`config.mk`:
```
export PLATFORM = sky130hd
export DESIGN_NAME = nb_sram_arbiter_flat
export DESIGN_NICKNAME = d
export VERILOG_FILES = /design/src/rtl/nb_sram_arbiter_if.sv /design/src/rtl/nb_sram_arbiter.sv /design/src/flat_wrapper.sv
export SDC_FILE = /design/constraint.sdc
export NUM_CORES = 1
export LEC_CHECK = 0
export CORE_AREA = 2 2 95 97
export CTS_CLUSTER_DIAMETER = 150
export CTS_CLUSTER_SIZE = 20
export DETAILED_ROUTE_END_ITERATION = 8
export DIE_AREA = 0 0 97 99
export GPL_ROUTABILITY_DRIVEN = 0
export PLACE_DENSITY_LB_ADDON = 0.1
export SLEW_MARGIN = 20
export SYNTH_ARGS = -nofsm -noshare
export SYNTH_HDL_FRONTEND = slang
export SYNTH_SLANG_ARGS = --single-unit
```
`constraint.sdc`:
```
create_clock -name hclk -period 3.9 [get_ports hclk]
set_input_delay 0.39 -clock hclk [delete_from_list [all_inputs] [get_ports hclk]]
set_output_delay 0.39 -clock hclk [all_outputs]
set_load 0.1 [all_outputs]
```
`src/rtl/nb_sram_arbiter_if.sv`:
```
// Bus bundle between the two NB SRAM requesters, the arbiter and the SRAM macro pins.
// slave = arbiter side; master = requesters plus SRAM model side.
interface nb_sram_arbiter_if #(
  parameter int unsigned AW = 14
) ();
  logic          m0_req;
  logic [3:0]    m0_wen;
  logic [AW-3:0] m0_addr;
  logic [31:0]   m0_wdata;
  logic          m0_gnt;
  logic          m0_rvalid;
  logic [31:0]   m0_rdata;

  logic          m1_req;
  logic [3:0]    m1_wen;
  logic [AW-3:0] m1_addr;
  logic [31:0]   m1_wdata;
  logic          m1_gnt;
  logic          m1_rvalid;
  logic [31:0]   m1_rdata;

  logic [31:0]   sramrdata;
  logic [3:0]    sramwen;
  logic [31:0]   sramwdata;
  logic          sramcs;
  logic [AW-3:0] sramaddr;

  modport slave (
    input  m0_req, m0_wen, m0_addr, m0_wdata,
    input  m1_req, m1_wen, m1_addr, m1_wdata,
    input  sramrdata,
    output m0_gnt, m0_rvalid, m0_rdata,
    output m1_gnt, m1_rvalid, m1_rdata,
    output sramwen, sramwdata, sramcs, sramaddr
  );

  modport master (
    output m0_req, m0_wen, m0_addr, m0_wdata,
    output m1_req, m1_wen, m1_addr, m1_wdata,
    output sramrdata,
    input  m0_gnt, m0_rvalid, m0_rdata,
    input  m1_gnt, m1_rvalid, m1_rdata,
    input  sramwen, sramwdata, sramcs, sramaddr
  );
endinterface

```
`src/rtl/nb_sram_arbiter.sv`:
```
// Two-requester arbiter for the single-port NB SRAM: one access per cycle, 1-cycle read return.
// Round-robin by default; define NB_SRAM_ARB_QOS_EN for M0-priority with M1 anti-starvation.
module nb_sram_arbiter #(
  parameter int unsigned AW = 14
`ifdef NB_SRAM_ARB_QOS_EN
  ,
  parameter int unsigned MAX_WAIT = 4
`endif
) (
  input  logic            hclk,
  input  logic            hresetn,
  nb_sram_arbiter_if.slave bus
);

  logic gnt0, gnt1;
  logic rvalid0_q, rvalid1_q;
  logic [3:0]    wen_sel;
  logic [AW-3:0] addr_sel;
  logic [31:0]   wdata_sel;

`ifdef NB_SRAM_ARB_QOS_EN
  logic [3:0] wait_cnt_q;
`else
  logic last_gnt_q;
`endif

  // Grants are gated by reset so nothing reaches the SRAM while reset is held.
  always_comb begin
    gnt0 = 1'b0;
    gnt1 = 1'b0;
    if (hresetn) begin
      if (bus.m0_req && bus.m1_req) begin
`ifdef NB_SRAM_ARB_QOS_EN
        if (wait_cnt_q == 4'(MAX_WAIT)) gnt1 = 1'b1;
        else                            gnt0 = 1'b1;
`else
        if (last_gnt_q) gnt0 = 1'b1;
        else            gnt1 = 1'b1;
`endif
      end else begin
        gnt0 = bus.m0_req;
        gnt1 = bus.m1_req;
      end
    end
  end

  always_ff @(posedge hclk) begin
    if (!hresetn) begin
      rvalid0_q  <= 1'b0;
      rvalid1_q  <= 1'b0;
`ifdef NB_SRAM_ARB_QOS_EN
      wait_cnt_q <= '0;
`else
      last_gnt_q <= 1'b1;
`endif
    end else begin
      rvalid0_q <= gnt0 && (bus.m0_wen == 4'b0000);
      rvalid1_q <= gnt1 && (bus.m1_wen == 4'b0000);
`ifdef NB_SRAM_ARB_QOS_EN
      // Cannot pass MAX_WAIT: at MAX_WAIT a waiting M1 always wins.
      if (bus.m1_req && !gnt1) wait_cnt_q <= wait_cnt_q + 4'd1;
      else                     wait_cnt_q <= '0;
`else
      if (gnt0)      last_gnt_q <= 1'b0;
      else if (gnt1) last_gnt_q <= 1'b1;
`endif
    end
  end

  always_comb begin
    wen_sel   = '0;
    addr_sel  = '0;
    wdata_sel = '0;
    if (gnt0) begin
      wen_sel   = bus.m0_wen;
      addr_sel  = bus.m0_addr;
      wdata_sel = bus.m0_wdata;
    end else if (gnt1) begin
      wen_sel   = bus.m1_wen;
      addr_sel  = bus.m1_addr;
      wdata_sel = bus.m1_wdata;
    end
  end

  assign bus.m0_gnt    = gnt0;
  assign bus.m1_gnt    = gnt1;
  assign bus.m0_rvalid = rvalid0_q;
  assign bus.m1_rvalid = rvalid1_q;
  assign bus.m0_rdata  = bus.sramrdata;
  assign bus.m1_rdata  = bus.sramrdata;
  assign bus.sramcs    = gnt0 | gnt1;
  assign bus.sramwen   = wen_sel;
  assign bus.sramaddr  = addr_sel;
  assign bus.sramwdata = wdata_sel;

endmodule
```
`src/flat_wrapper.sv`:
```
// flat-port wrapper written by rule: the top's interface ports become plain ports
module nb_sram_arbiter_flat 
#(
  parameter int unsigned AW = 14

)
  (hclk, hresetn, bus_m0_req, bus_m0_wen, bus_m0_addr, bus_m0_wdata, bus_m1_req, bus_m1_wen, bus_m1_addr, bus_m1_wdata, bus_sramrdata, bus_m0_gnt, bus_m0_rvalid, bus_m0_rdata, bus_m1_gnt, bus_m1_rvalid, bus_m1_rdata, bus_sramwen, bus_sramwdata, bus_sramcs, bus_sramaddr);
  nb_sram_arbiter_if #(.AW(AW)) bus_i ();
  input  logic hclk;
  input  logic hresetn;
  input wire logic [$bits(bus_i.m0_req)-1:0] bus_m0_req;
  input wire logic [$bits(bus_i.m0_wen)-1:0] bus_m0_wen;
  input wire logic [$bits(bus_i.m0_addr)-1:0] bus_m0_addr;
  input wire logic [$bits(bus_i.m0_wdata)-1:0] bus_m0_wdata;
  input wire logic [$bits(bus_i.m1_req)-1:0] bus_m1_req;
  input wire logic [$bits(bus_i.m1_wen)-1:0] bus_m1_wen;
  input wire logic [$bits(bus_i.m1_addr)-1:0] bus_m1_addr;
  input wire logic [$bits(bus_i.m1_wdata)-1:0] bus_m1_wdata;
  input wire logic [$bits(bus_i.sramrdata)-1:0] bus_sramrdata;
  output wire logic [$bits(bus_i.m0_gnt)-1:0] bus_m0_gnt;
  output wire logic [$bits(bus_i.m0_rvalid)-1:0] bus_m0_rvalid;
  output wire logic [$bits(bus_i.m0_rdata)-1:0] bus_m0_rdata;
  output wire logic [$bits(bus_i.m1_gnt)-1:0] bus_m1_gnt;
  output wire logic [$bits(bus_i.m1_rvalid)-1:0] bus_m1_rvalid;
  output wire logic [$bits(bus_i.m1_rdata)-1:0] bus_m1_rdata;
  output wire logic [$bits(bus_i.sramwen)-1:0] bus_sramwen;
  output wire logic [$bits(bus_i.sramwdata)-1:0] bus_sramwdata;
  output wire logic [$bits(bus_i.sramcs)-1:0] bus_sramcs;
  output wire logic [$bits(bus_i.sramaddr)-1:0] bus_sramaddr;
  assign bus_i.m0_req = bus_m0_req;
  assign bus_i.m0_wen = bus_m0_wen;
  assign bus_i.m0_addr = bus_m0_addr;
  assign bus_i.m0_wdata = bus_m0_wdata;
  assign bus_i.m1_req = bus_m1_req;
  assign bus_i.m1_wen = bus_m1_wen;
  assign bus_i.m1_addr = bus_m1_addr;
  assign bus_i.m1_wdata = bus_m1_wdata;
  assign bus_i.sramrdata = bus_sramrdata;
  assign bus_m0_gnt = bus_i.m0_gnt;
  assign bus_m0_rvalid = bus_i.m0_rvalid;
  assign bus_m0_rdata = bus_i.m0_rdata;
  assign bus_m1_gnt = bus_i.m1_gnt;
  assign bus_m1_rvalid = bus_i.m1_rvalid;
  assign bus_m1_rdata = bus_i.m1_rdata;
  assign bus_sramwen = bus_i.sramwen;
  assign bus_sramwdata = bus_i.sramwdata;
  assign bus_sramcs = bus_i.sramcs;
  assign bus_sramaddr = bus_i.sramaddr;
  nb_sram_arbiter #(.AW(AW)) u_core (.hclk(hclk), .hresetn(hresetn), .bus(bus_i));
endmodule
```
==> load_flow_metrics.sql <==
INSERT INTO impl_metrics (metric_group, metric, value, unit) VALUES
('sta', 'totalNegativeSetupSlack', '0', 'ns'),
('clock_network', 'postCtsSetupRepairBufs', '0', ''),
('yosys', 'mappedNetlistArea', '0.00112', 'mm²'),
('sta', 'holdWs', '0.509', 'ns'),
('route', 'routed_via_density', '3.96', ''),
('flow_run', 'max-cap-violations', '0', ''),
('placed_design', 'detailed_place_hpwl', '4980', 'µm'),
('yosys', 'postSynthCellCount', '141', ''),
('clock_network', 'clock_tree.buffer_depth', '2', ''),
('floorplanning', 'initial_cell_density_of_the_core', '13.2', '%'),
('setup_path', 'timing.rr.start', 'u_core.last_gnt_q', ''),
('hold_path', 'timing.hold.worst.start', 'u_core.last_gnt_q', ''),
('yosys', 'count_of_flip_flops_with_a_built_in_enable_after_synthesis', '0', ''),
('clock_network', 'cts.hold.buffers_added', '0', ''),
('sta', 'hold_violations', '0', ''),
('yosys', 'synth_simple_gate_area_share', '5.90', '%'),
('yosys', 'synth-seq-area-share', '5.34', '%'),
('yosys', 'yosys_most_used_dff', 'sky130_fd_sc_hd__dfxtp_1', ''),
('clock_network', 'cts_resized', '0', ''),
('route', 'post_drt_wl_per_cell', '18.2', 'µm'),
('grt', 'gr-total-overflow', '0', ''),
('sta', 'slew_headroom', '33.3', '%'),
('setup_path', 'rr_endpoint', 'u_core.bus.m1_rvalid', ''),
('setup_path', 'setup.worst_path.end_class', 'primary output', ''),
('yosys', 'synth.area.mux_share', '0.890', '%'),
('route', 'postRouteWirelength', '6040', 'µm'),
('hold_path', 'hold_class', 'reg2reg', ''),
('cells_and_area', 'register_area', '60.1', 'µm²'),
('sta', 'layout_worst_path_cycle_share', '65.5', '%'),
('clock_network', 'cts.reportedPaths.clkPinSlew', '0.03', 'ns'),
('power_and_ir_drop', 'leakagePower', '0.932', 'nW'),
('sta', 'final_period_minus_worst_setup_slack', '2.55', 'ns'),
('route', 'antenna_violating_nets_post_route', '0', ''),
('clock_network', 'cts.sink_count', '3', ''),
('setup_path', 'worst-endpoint-arrival', '2.16', 'ns'),
('grt', 'number_of_antenna_violations_at_the_first_check_in_global_routing', '0', ''),
('yosys', 'ys_ff_latch', '3', ''),
('sta', 'max_slew.worst_pin.slew', '0.998', 'ns'),
('route', 'route.detailed.drc', '0', ''),
('yosys', 'synth-compound-area-share', '38.3', '%'),
('sta', 'timing.final.max_slew_violations', '0', ''),
('yosys', 'post_synth_main_area_contributors', 'sky130_fd_sc_hd__buf_4 43%, sky130_fd_sc_hd__a22o_1 36%, sky130_fd_sc_hd__dfxtp_1 5.3%', ''),
('cells_and_area', 'fillCellCount', '940', ''),
('yosys', 'synth.cells.most_frequent', '64 x sky130_fd_sc_hd__buf_4, 46 x sky130_fd_sc_hd__a22o_1, 7 x sky130_fd_sc_hd__buf_2', ''),
('placed_design', 'post_dp_cell_area', '0.00212', 'mm²'),
('power_and_ir_drop', 'total_power_per_unit_cell_area', '279', 'mW/mm²'),
('route', 'dr.first_iter.drc_count', '27', ''),
('sta', 'timing.clock.skew', '0.0000714', 'ns'),
('outcome', 'run_status', 'completed', ''),
('yosys', 'synth.largest_area_cell', 'sky130_fd_sc_hd__buf_4', ''),
('route', 'vias', '1315', ''),
('floorplanning', 'chipWidth', '97', 'µm'),
('cells_and_area', 'finish.instance_area', '0.00216', 'mm²'),
('setup_path', 'startpoint_type', 'input port', ''),
('clock_network', 'cts_tree', 'built', ''),
('setup_path', 'crit_type', 'in2out', ''),
('route', 'drtPass1Iterations', '4', ''),
('floorplanning', 'io_pins', '249', ''),
('yosys', 'portion_of_synthesized_cell_area_occupied_by_the_leading_cell_type', '42.7', '%'),
('placed_design', 'io_buffer_count', '152', ''),
('hold_path', 'whs_path_depth', '2', ''),
('grt', 'largest_net_degree_at_the_start_of_global_routing', '49', ''),
('setup_path', 'worst_reg2reg_setup_slack', '2.66', 'ns'),
('hold_path', 'timing.hold.worst_endpoint', 'u_core.last_gnt_q', ''),
('yosys', 'syn_avg_cell_area', '7.98', 'µm²'),
('yosys', 'synth_adder_area_share', '0', '%'),
('grt', 'grt.total_usage', '11.5', '%'),
('floorplanning', 'floorplan.die_area', '0.00960', 'mm²'),
('grt', 'first_global_vias', '1300', ''),
('power_and_ir_drop', 'power.ir.vdd_worst', '0.0000717', 'V'),
('cells_and_area', 'antenna_cells_inserted', '0', '');
flip-flops by register name, indices dropped and copies added (netlist names):
| register | count |
|---|---|
| u_core.bus.m0_rvalid | 1 |
| u_core.bus.m1_rvalid | 1 |
| u_core.last_gnt_q | 1 |
worst max-delay path by stage:
stage	from	to	slack [ns]	depth (start not counted)
global placement	hresetn	bus_sramwdata[5]	1.35	5
global route	bus_m1_req	bus_sramwdata[7]	1.20	6
floorplan	bus_m1_req	bus_sramwen[3]	0.62	5
CTS	bus_m1_req	bus_sramwdata[4]	1.33	6
finish	bus_m1_req	bus_sramwdata[4]	1.35	6
detailed placement	bus_m1_req	bus_sramwdata[4]	1.33	6
logic make-up after synthesis:
| family | after synthesis |
|---|---|
| buffers and inverters | 76 |
| AO/OA/AOI/OAI | 50 |
| AND/OR/NAND/NOR | 11 |
| flip-flops | 3 |
| multiplexers | 1 |
where the power goes:
group	internal, mW	switching (mW)	leakage, nW
clock network	0.0696	0.0194	0.0228
logic	0.158	0.323	0.884
registers	0.0319	0.000500	0.0245
total	0.260	0.343	0.932
final cells by class:
type                    count  share of cell area (%)
clock buffers               4                    2.08
inverters                   1                   0.174
multi-input cells          62                    23.5
flip-flops and latches      3                    2.78
well taps                 108                    6.25
repair buffers            154                    65.2
cells in the final DEF (no fill, tap or decap):
master,synthesis,layout
sky130_fd_sc_hd__a21boi_0,1,1
sky130_fd_sc_hd__a22o_1,46,46
sky130_fd_sc_hd__and2_1,2,2
sky130_fd_sc_hd__and3_2,0,1
sky130_fd_sc_hd__and3_4,1,1
sky130_fd_sc_hd__buf_4,64,53
sky130_fd_sc_hd__clkbuf_1,0,1
sky130_fd_sc_hd__clkbuf_8,0,3
sky130_fd_sc_hd__clkdlybuf4s50_1,0,101
sky130_fd_sc_hd__dfxtp_1,3,3
sky130_fd_sc_hd__inv_1,1,1
sky130_fd_sc_hd__mux2i_1,1,1
sky130_fd_sc_hd__nand2_1,2,2
sky130_fd_sc_hd__nand2b_1,1,1
sky130_fd_sc_hd__nand3_1,2,2
sky130_fd_sc_hd__nor4_1,2,2
sky130_fd_sc_hd__o211ai_1,1,1
sky130_fd_sc_hd__o21a_1,1,1
sky130_fd_sc_hd__o21ai_0,1,1
worst max-delay path: stages:
cell and delay (ns):
sky130_fd_sc_hd__clkdlybuf4s50_1 0.49, sky130_fd_sc_hd__nand2b_1 0.13, sky130_fd_sc_hd__and3_2 0.34, sky130_fd_sc_hd__buf_4 0.33
sky130_fd_sc_hd__a22o_1 0.18, sky130_fd_sc_hd__buf_4 0.29
routing by layer:
layer  routed length (µm)  up-vias  track usage, %
li1                     -      620               -
met1                 2330      567            13.1
met2                 2900       90            19.7
met3                  635       38            4.11
met4                  180        0            4.77
met5                    0        -               0
through the flow:
stage          worst slack, ns  power [mW]  cells  util [%]
2_1_floorplan            0.619       0.662    141         -
4_1_cts                   1.33       0.609    332      25.3
3_5_place_dp              1.33       0.517    328      24.7
6_report                  1.35       0.603    332      25.3
5_1_grt                   1.20       0.625    332      25.3
3_3_place_gp              1.35       0.518    328      24.7
No activity file was read; power rests on OpenSTA's default activity.
